## src/rtl/mem_interface.sv

```systemverilog
// Memory access controller for the Mini SRC datapath: holds MAR/MDR and sequences
// programmable wait states, a single ram access, and a one-cycle done pulse.
module mem_interface #(
  parameter int ADDR_W      = 9,
  parameter int DATA_W      = 32,
  parameter int WAIT_CYCLES = 1
) (
  input  logic              i_clk,
  input  logic              i_reset,
  input  logic [DATA_W-1:0] i_bus_in,
  input  logic              i_mar_in,
  input  logic              i_mdr_in,
  input  logic              i_rd_req,
  input  logic              i_wr_req,
  output logic              o_busy,
  output logic              o_done,
  output logic [ADDR_W-1:0] o_mar_out,
  output logic [DATA_W-1:0] o_mdr_out,
  output logic [ADDR_W-1:0] o_ram_addr,
  output logic [DATA_W-1:0] o_ram_w_data,
  output logic              o_ram_wr_en,
  input  logic [DATA_W-1:0] i_ram_r_data,
  output logic [1:0]        o_state
);

  typedef enum logic [1:0] {
    S_IDLE   = 2'd0,
    S_WAIT   = 2'd1,
    S_ACCESS = 2'd2,
    S_DONE   = 2'd3
  } state_t;

  localparam logic [3:0] LP_WAIT_LAST = (WAIT_CYCLES > 0) ? 4'(WAIT_CYCLES - 1) : 4'd0;

  state_t              r_state;
  state_t              w_next;
  logic [3:0]          r_wait_cnt;
  logic                r_op_wr;
  logic [ADDR_W-1:0]   r_mar;
  logic [DATA_W-1:0]   r_mdr;
  logic                w_req;

  // Handshake: requests and register loads are accepted only while busy is low;
  // each accepted request yields exactly one done pulse and nothing is queued.
  assign w_req = i_rd_req | i_wr_req;

  always_comb begin
    w_next = r_state;
    case (r_state)
      S_IDLE: begin
        if (w_req) begin
          if (WAIT_CYCLES > 0) w_next = S_WAIT;
          else                 w_next = S_ACCESS;
        end
      end
      S_WAIT: begin
        if (r_wait_cnt == LP_WAIT_LAST) w_next = S_ACCESS;
      end
      S_ACCESS: w_next = S_DONE;
      S_DONE:   w_next = S_IDLE;
      default:  w_next = S_IDLE;
    endcase
  end

  always_ff @(posedge i_clk) begin
    if (i_reset) begin
      r_state    <= S_IDLE;
      r_wait_cnt <= 4'd0;
      r_op_wr    <= 1'b0;
      r_mar      <= '0;
      r_mdr      <= '0;
    end else begin
      r_state <= w_next;
      case (r_state)
        S_IDLE: begin
          r_wait_cnt <= 4'd0;
          if (i_mar_in) r_mar <= i_bus_in[ADDR_W-1:0];
          if (i_mdr_in) r_mdr <= i_bus_in;
          // Read wins a collision; the write request is simply dropped.
          if (w_req) r_op_wr <= ~i_rd_req;
        end
        S_WAIT: r_wait_cnt <= r_wait_cnt + 4'd1;
        S_ACCESS: begin
          if (!r_op_wr) r_mdr <= i_ram_r_data;
        end
        default: ;
      endcase
    end
  end

  // Write enable is decoded from state alone, so it cannot glitch on inputs.
  assign o_busy       = (r_state != S_IDLE);
  assign o_done       = (r_state == S_DONE);
  assign o_ram_wr_en  = (r_state == S_ACCESS) && r_op_wr;
  assign o_mar_out    = r_mar;
  assign o_mdr_out    = r_mdr;
  assign o_ram_addr   = r_mar;
  assign o_ram_w_data = r_mdr;
  assign o_state      = r_state;

endmodule

```

## config.mk

```make
export PLATFORM = sky130hd
export DESIGN_NAME = mem_interface
export DESIGN_NICKNAME = d
export VERILOG_FILES = /design/src/rtl/mem_interface.sv
export SDC_FILE = /design/constraint.sdc
export NUM_CORES = 1
export LEC_CHECK = 0
export BUFFER_PORTS_ARGS = -buffer_cell sky130_fd_sc_hd__buf_2
export CAP_MARGIN = 10
export CORE_ASPECT_RATIO = 0.6
export CORE_UTILIZATION = 49
export CTS_BUF_LIST = sky130_fd_sc_hd__clkbuf_4
export CTS_CLUSTER_SIZE = 16
export DETAILED_ROUTE_END_ITERATION = 10
export GPL_TIMING_DRIVEN = 0
export HOLD_SLACK_MARGIN = 0.03
export PLACE_DENSITY = 0.86
export SYNTH_ARGS = -nofsm -noshare
export SYNTH_HDL_FRONTEND = slang
export SYNTH_SLANG_ARGS = --single-unit
export TNS_END_PERCENT = 50
```

## constraint.sdc

```tcl
create_clock -name i_clk -period 3.6 [get_ports i_clk]
set_input_delay 0.54 -clock i_clk [delete_from_list [all_inputs] [get_ports i_clk]]
set_output_delay 0.54 -clock i_clk [all_outputs]
set_load 0.05 [all_outputs]
```

==> results.tsv, run 1 <==
metric	value	unit
maxCapViolCount	0	
ir_worst_vdd	0.600	mV
slew_violations	0	
drtIter0Drc	100	
crit_fanout	10	
tightest_slew	0.697	ns
synthToLayoutAreaGrowth	33.8	%
grtUsageTotal	24.3	%
numCtsBuffers	5	
gp_congestion	0.761	
dr.pass1.iters	8	
die_x	97.6	um
viasPerCell	5.10	
fmax	369	MHz
worst_path_largest_cell_delay	0.44	ns
ys_ff_latch	48	
syn_nets	354	
cts.sinks	48	
fp-row-count	20	
status	finished with violations	
startpoint_type	register	
crit_slowest_cell	dfxtp_1	
r2r_end	o_mdr_out[15]	
wl	6.92	mm
drive_above_1_share	55.6	%
crit_chain	inv_1, ha_1, buf_6, nand2_1, clkbuf_1, inv_1, buf_2	
start_util	51.9	%
root_buffer	clkbuf_4	
mostFrequentLayoutCells	159 x buf_2, 48 x dfxtp_1, 45 x a21oi_1, 41 x buf_4, 35 x mux2i_1	
crit_start	o_state[0]	
syn_avg_cell_area	9.71	um2
yosysWarnings	0	
violations	DRC	
cts_resized	0	
core_area	0.00518	mm2
cts_hold_buffers	0	
synthesis.area	0.00269	mm2
wl_per_cell	13.7	um
hold_viol	0	
cts_setup_buffers	0	
grt_overflow	0	
synth_cell_types	27	
synth_top_area_share	35.7	%
grt_pass1_wl	11.2	mm
dieArea	0.00580	mm2
min_period	2.71	ns
die_y	59.4	um
via_count	2577	
crit_arrival	2.17	ns
r2r.worst_path.cells	6	
reg2reg_slack	1.65	ns
end_kind	primary output	
critPathCapture	o_ram_wr_en	
nets	516	
antennaDiodeCount	0	
rsz0062_at_grt	no	
grt_max_degree	14	
clk_pin_slew	0.13	ns
clk_path_buf_depth	2	
ctsHtreeMaxLevel	2	
synthCells	277	
finalClockSkew	0.00947	ns
clk_latency	0.36	ns
dp_hpwl	5.51	mm
antenna_found_initial	0	
synth_sequential_area_ratio	35.7	%
p_per_area	1000	mW/mm2
worstPathRequired	3.06	ns
ant_nets	0	
io_pins	157	
ys_top_cells_by_area	dfxtp_1 36%, a211oi_2 14%, mux2i_1 13%	
critical_path_class	reg -> out	
timing.setup.tns	0	ns
drc	22	
synth_top_cell_by_area	dfxtp_1	
r2r_start	o_state[0]	
fin_crit_sh	75.3	%
power	0.00360	W
layout_commonest_cell	buf_2	
leakage	1.78	nW
cts_tree	done	
hold_class	in -> reg	
slew_headroom	53.5	%
setup_violations	0	
grt_pass1_vias	2455	
io_buffers	155	
critPathMostFrequentCell	inv_1	
-- cell type report --
cell class | count | area, um2
Multi-Input combinational cell | 160 | 1270
Sequential cell | 48 | 961
Timing Repair Buffer | 155 | 776
Buffer | 63 | 433
Fill cell | 417 | 1580
Clock inverter | 1 | 5.00
Tap cell | 66 | 82.6
Clock buffer | 6 | 45.0
Inverter | 6 | 22.5
-- sequential cells by signal, summed over array words and instances, names as in the netlist --
| name | cells |
|---|---|
| r_wait_cnt | 4 |
| o_mdr_out | 32 |
| o_mar_out | 9 |
| o_state | 2 |
| r_op_wr | 1 |
-- worst min path at each step --
stage | start | cells past startpoint | end | slack [ns]
2_1_floorplan | r_wait_cnt[2] | 2 | r_wait_cnt[2] | 0.48
3_3_place_gp | o_mar_out[4] | 2 | o_mar_out[4] | 0.46
3_5_place_dp | o_mar_out[2] | 2 | o_mar_out[2] | 0.47
4_1_cts | i_rd_req | 2 | r_op_wr | 0.37
5_1_grt | i_rd_req | 2 | r_op_wr | 0.39
6_report | i_rd_req | 2 | r_op_wr | 0.39
-- critical path: cells and delay by family, from the launching register on --
kind                       cells  cell delay (ns)
adders and majority gates      1             0.22
buffers and inverters          5             0.95
DFF                            1             0.44
and+or+nand+nor                1             0.20
-- synth_stat cells, drive strengths merged --
| library cell | number |
|---|---|
| ha | 7 |
| nor3b | 1 |
| a21oi | 45 |
| nor2 | 4 |
| and2 | 1 |
| nand2b | 3 |
| or3b | 1 |
| a211oi | 33 |
| a22oi | 1 |
| buf | 52 |
| clkbuf | 11 |
| nand3 | 10 |
| dfxtp | 48 |
| a41oi | 1 |
| mux2 | 1 |
| nand3b | 1 |
| mux2i | 35 |
| inv | 6 |
| o21bai | 1 |
| nor2b | 1 |
| o21ai | 2 |
| nand2 | 11 |
| nor3 | 1 |
-- metrics by stage --
stage | setup slack, ns | util (%) | instances | area [um2] | hold WS, ns
finish | 0.889 | 69.4 | 505 | 3600 | 0.386
global route | 0.663 | 69.4 | 505 | 3600 | 0.389
CTS | 0.876 | 69.4 | 505 | 3600 | 0.370
detailed placement | 1.30 | 68.5 | 498 | 3550 | 0.466
global placement | 1.35 | 68.5 | 498 | 3550 | 0.459
floorplan | 1.17 | - | 277 | 2690 | 0.479
-- kinds of logic (layout without fill, tap and decap cells) --
kind of cell               count (synthesis)  count (layout)  synth area share [%]
AOI/OAI and AO/OA                         83              83                  24.4
buffers and inverters                     69             231                  16.9
DFF                                       48              48                  35.7
muxes                                     36              36                  13.4
and+or+nand+nor                           34              34                  6.19
adders and majority gates                  7               7                  3.26
-- layer usage --
| layer | up-vias | global-route usage [%] | share of wire, % |
|---|---|---|---|
| met5 | - | 0 | 0 |
| met2 | 104 | 43.4 | 49 |
| met4 | 0 | 7.36 | 1.5 |
| met1 | 1192 | 29.4 | 43 |
| li1 | 1268 | - | - |
| met3 | 13 | 6.60 | 7.4 |
-- report_power, final --
group | total, W | switching [W] | internal (W)
Clock | 0.000241 | 0.000162 | 0.0000798
Sequential | 0.000833 | 0.000137 | 0.000696
Combinational | 0.00253 | 0.00175 | 0.000778
(Power assumes the default switching activity.)
==> run 2: changes to the inputs <==
- CORE_UTILIZATION: 49 -> 45
- PLACE_DENSITY: 0.86 -> 0.8
- clock period: 3.6 -> 2.5 ns (I/O delays scaled with it)
==> results.tsv, run 2 (same netlist as run 1, synthesis figures left out) <==
metric	value	unit	change
status	complete, no violations		was finished with violations
reg2reg_slack	0.28	ns	was 1.65 ns
min_period	2.35	ns	
r2r_start	o_state[0]		unchanged
cts_resized	0		unchanged
io_buffers	155		unchanged
die_y	61.9	um	was 59.4 um
worstPathRequired	2.12	ns	was 3.06 ns
hold_slack	0.225	ns	was 0.386 ns
core_area	0.00568	mm2	was 0.00518 mm2
ant_nets	0		unchanged
clk_path_buf_depth	2		unchanged
slew_violations	0		unchanged
crit_slowest_cell	dfxtp_1		unchanged
hold_class	in -> reg		unchanged
crit_fanout	16		was 10
startpoint_type	register		unchanged
synthToLayoutAreaGrowth	34.5	%	was 33.8%
dieArea	0.00630	mm2	was 0.00580 mm2
rsz0062_at_grt	no		unchanged
power.net_switching	0.00295	W	was 0.00205 W
hold_depth	2		unchanged
grt_overflow	0		unchanged
critPathMostFrequentCell	inv_1		unchanged
r2r.worst_path.cells	7		was 6
crit_chain	inv_1, ha_1, buf_6, nand2_1, inv_1, buf_2		was inv_1, ha_1, buf_6, nand2_1, clkbuf_1, inv_1, buf_2
viasPerCell	4.90		was 5.10
grtUsageTotal	21.2	%	was 24.3%
stdcell_area	0.00362	mm2	was 0.00360 mm2
finalClockSkew	0.0117	ns	was 0.00947 ns
grt_max_degree	17		was 14
critical_path_class	reg -> out		unchanged
drtIter0Drc	78		was 100
seq_power_share	23.0	%	was 23.1%
cts_tree	done		unchanged
p_comb_share	69.9	%	was 70.2%
antenna_found_initial	0		unchanged
grt_pass1_vias	2157		was 2455
hold_end	r_op_wr		unchanged
post_dp_cell_area	0.00356	mm2	was 0.00355 mm2
start_util	47.4	%	was 51.9%
nets	515		was 516
crit_arrival	1.98	ns	was 2.17 ns
wl	6.95	mm	was 6.92 mm
pwr-share-clk	7.1	%	was 6.7%
place_ws	0.386	ns	was 1.30 ns
critical_path.top_delay_family	buffers and inverters		unchanged
leakage	1.78	nW	about the same
wl_per_cell	13.4	um	was 13.7 um
dr.pass1.iters	4		was 8
via_count	2541		was 2577
grt_pass1_wl	10.1	mm	was 11.2 mm
drive_above_1_share	55.6	%	unchanged
dp_hpwl	5.48	mm	was 5.51 mm
p_per_area	1440	mW/mm2	was 1000 mW/mm2
switching_share	56.7	%	was 56.9%
clk_latency	0.36	ns	about the same
fin_crit_sh	94.0	%	
drc	0		was 22
r2r_end	o_mdr_out[23]		was o_mdr_out[15]
io_pins	157		unchanged
end_kind	primary output		unchanged
ctsHtreeMaxLevel	2		unchanged
gp_congestion	0.769		was 0.761
fin_ws	0.149	ns	was 0.889 ns
hold_start	i_rd_req		unchanged
cts_setup_buffers	0		unchanged
p_int	0.00225	W	was 0.00155 W
largest_register_ffs	32		unchanged
antennaDiodeCount	0		unchanged
maxCapViolCount	0		unchanged
clk_pin_slew	0.13	ns	about the same
tightest_slew	0.723	ns	was 0.697 ns
ir_worst_vdd	0.775	mV	was 0.600 mV
mostFrequentLayoutCells	159 x buf_2, 48 x dfxtp_1, 45 x a21oi_1, 41 x buf_4, 35 x mux2i_1		unchanged
fp-row-count	21		was 20
slew_headroom	51.8	%	was 53.5%
cts.sinks	48		unchanged
worst_path_largest_cell_delay	0.44	ns	about the same
hold_viol	0		unchanged
fmax	425	MHz	
fin_util	63.7	%	was 69.4%
layout_commonest_cell	buf_2		unchanged
timing.setup.tns	0	ns	unchanged
fill_cells	518		was 417
cts_hold_buffers	0		unchanged
setup_violations	0		unchanged
root_buffer	clkbuf_4		unchanged
worst-path-buf-inv	4		was 5
die_x	102	um	was 97.6 um
numCtsBuffers	5		unchanged
run 2: cell counts in the layout (fill, tap and decap cells not counted):
Identical to the previous run, type by type.
run 2: power groups by stage:
stage | logic, W | clock network, W | registers (W)
after floorplan | 0.00219 | 0 | 0.00195
after global placement | 0.00359 | 0 | 0.00120
after detailed placement | 0.00364 | 0 | 0.00121
after CTS | 0.00365 | 0.000382 | 0.00120
after global routing | 0.00386 | 0.000411 | 0.00123
final | 0.00363 | 0.000369 | 0.00120
run 2: worst max-delay path by stage:
stage / depth (start not counted) / slack, ns / from / to
detailed placement: 7 / 0.39 / o_state[0] / o_ram_wr_en
CTS: 6 / 0.12 / o_state[0] / o_ram_wr_en
global route: 6 / 0.002 / o_state[0] / o_ram_wr_en
global placement: 7 / 0.42 / o_state[0] / o_ram_wr_en
finish: 6 / 0.15 / o_state[0] / o_ram_wr_en
floorplan: 6 / 0.24 / o_state[0] / o_ram_wr_en
run 2: cell type report:
cell class | count | area (um2) | area share, %
multi-input cells | 160 | 1270 | 35.2
flip-flops and latches | 48 | 961 | 26.6
repair buffers | 155 | 776 | 21.4
plain buffers | 62 | 429 | 11.9
well taps | 80 | 100 | 2.77
clock buffers | 7 | 52.6 | 1.45
inverters | 6 | 22.5 | 0.623
clock inverters | 1 | 3.75 | 0.104
run 2: per-stage QoR:
step | power (W) | cells
floorplan | 0.00414 | 277
global placement | 0.00479 | 512
detailed placement | 0.00486 | 512
CTS | 0.00523 | 519
global route | 0.00550 | 519
finish | 0.00520 | 519
run 2: layer usage:
layer / share of wire (%) / track usage, % / wire length (um)
met3: 7.2 / 4.81 / 499
met5: 0 / 0 / 0
met2: 46 / 37.5 / 3190
met1: 46 / 26.6 / 3220
met4: 0.62 / 5.59 / 43
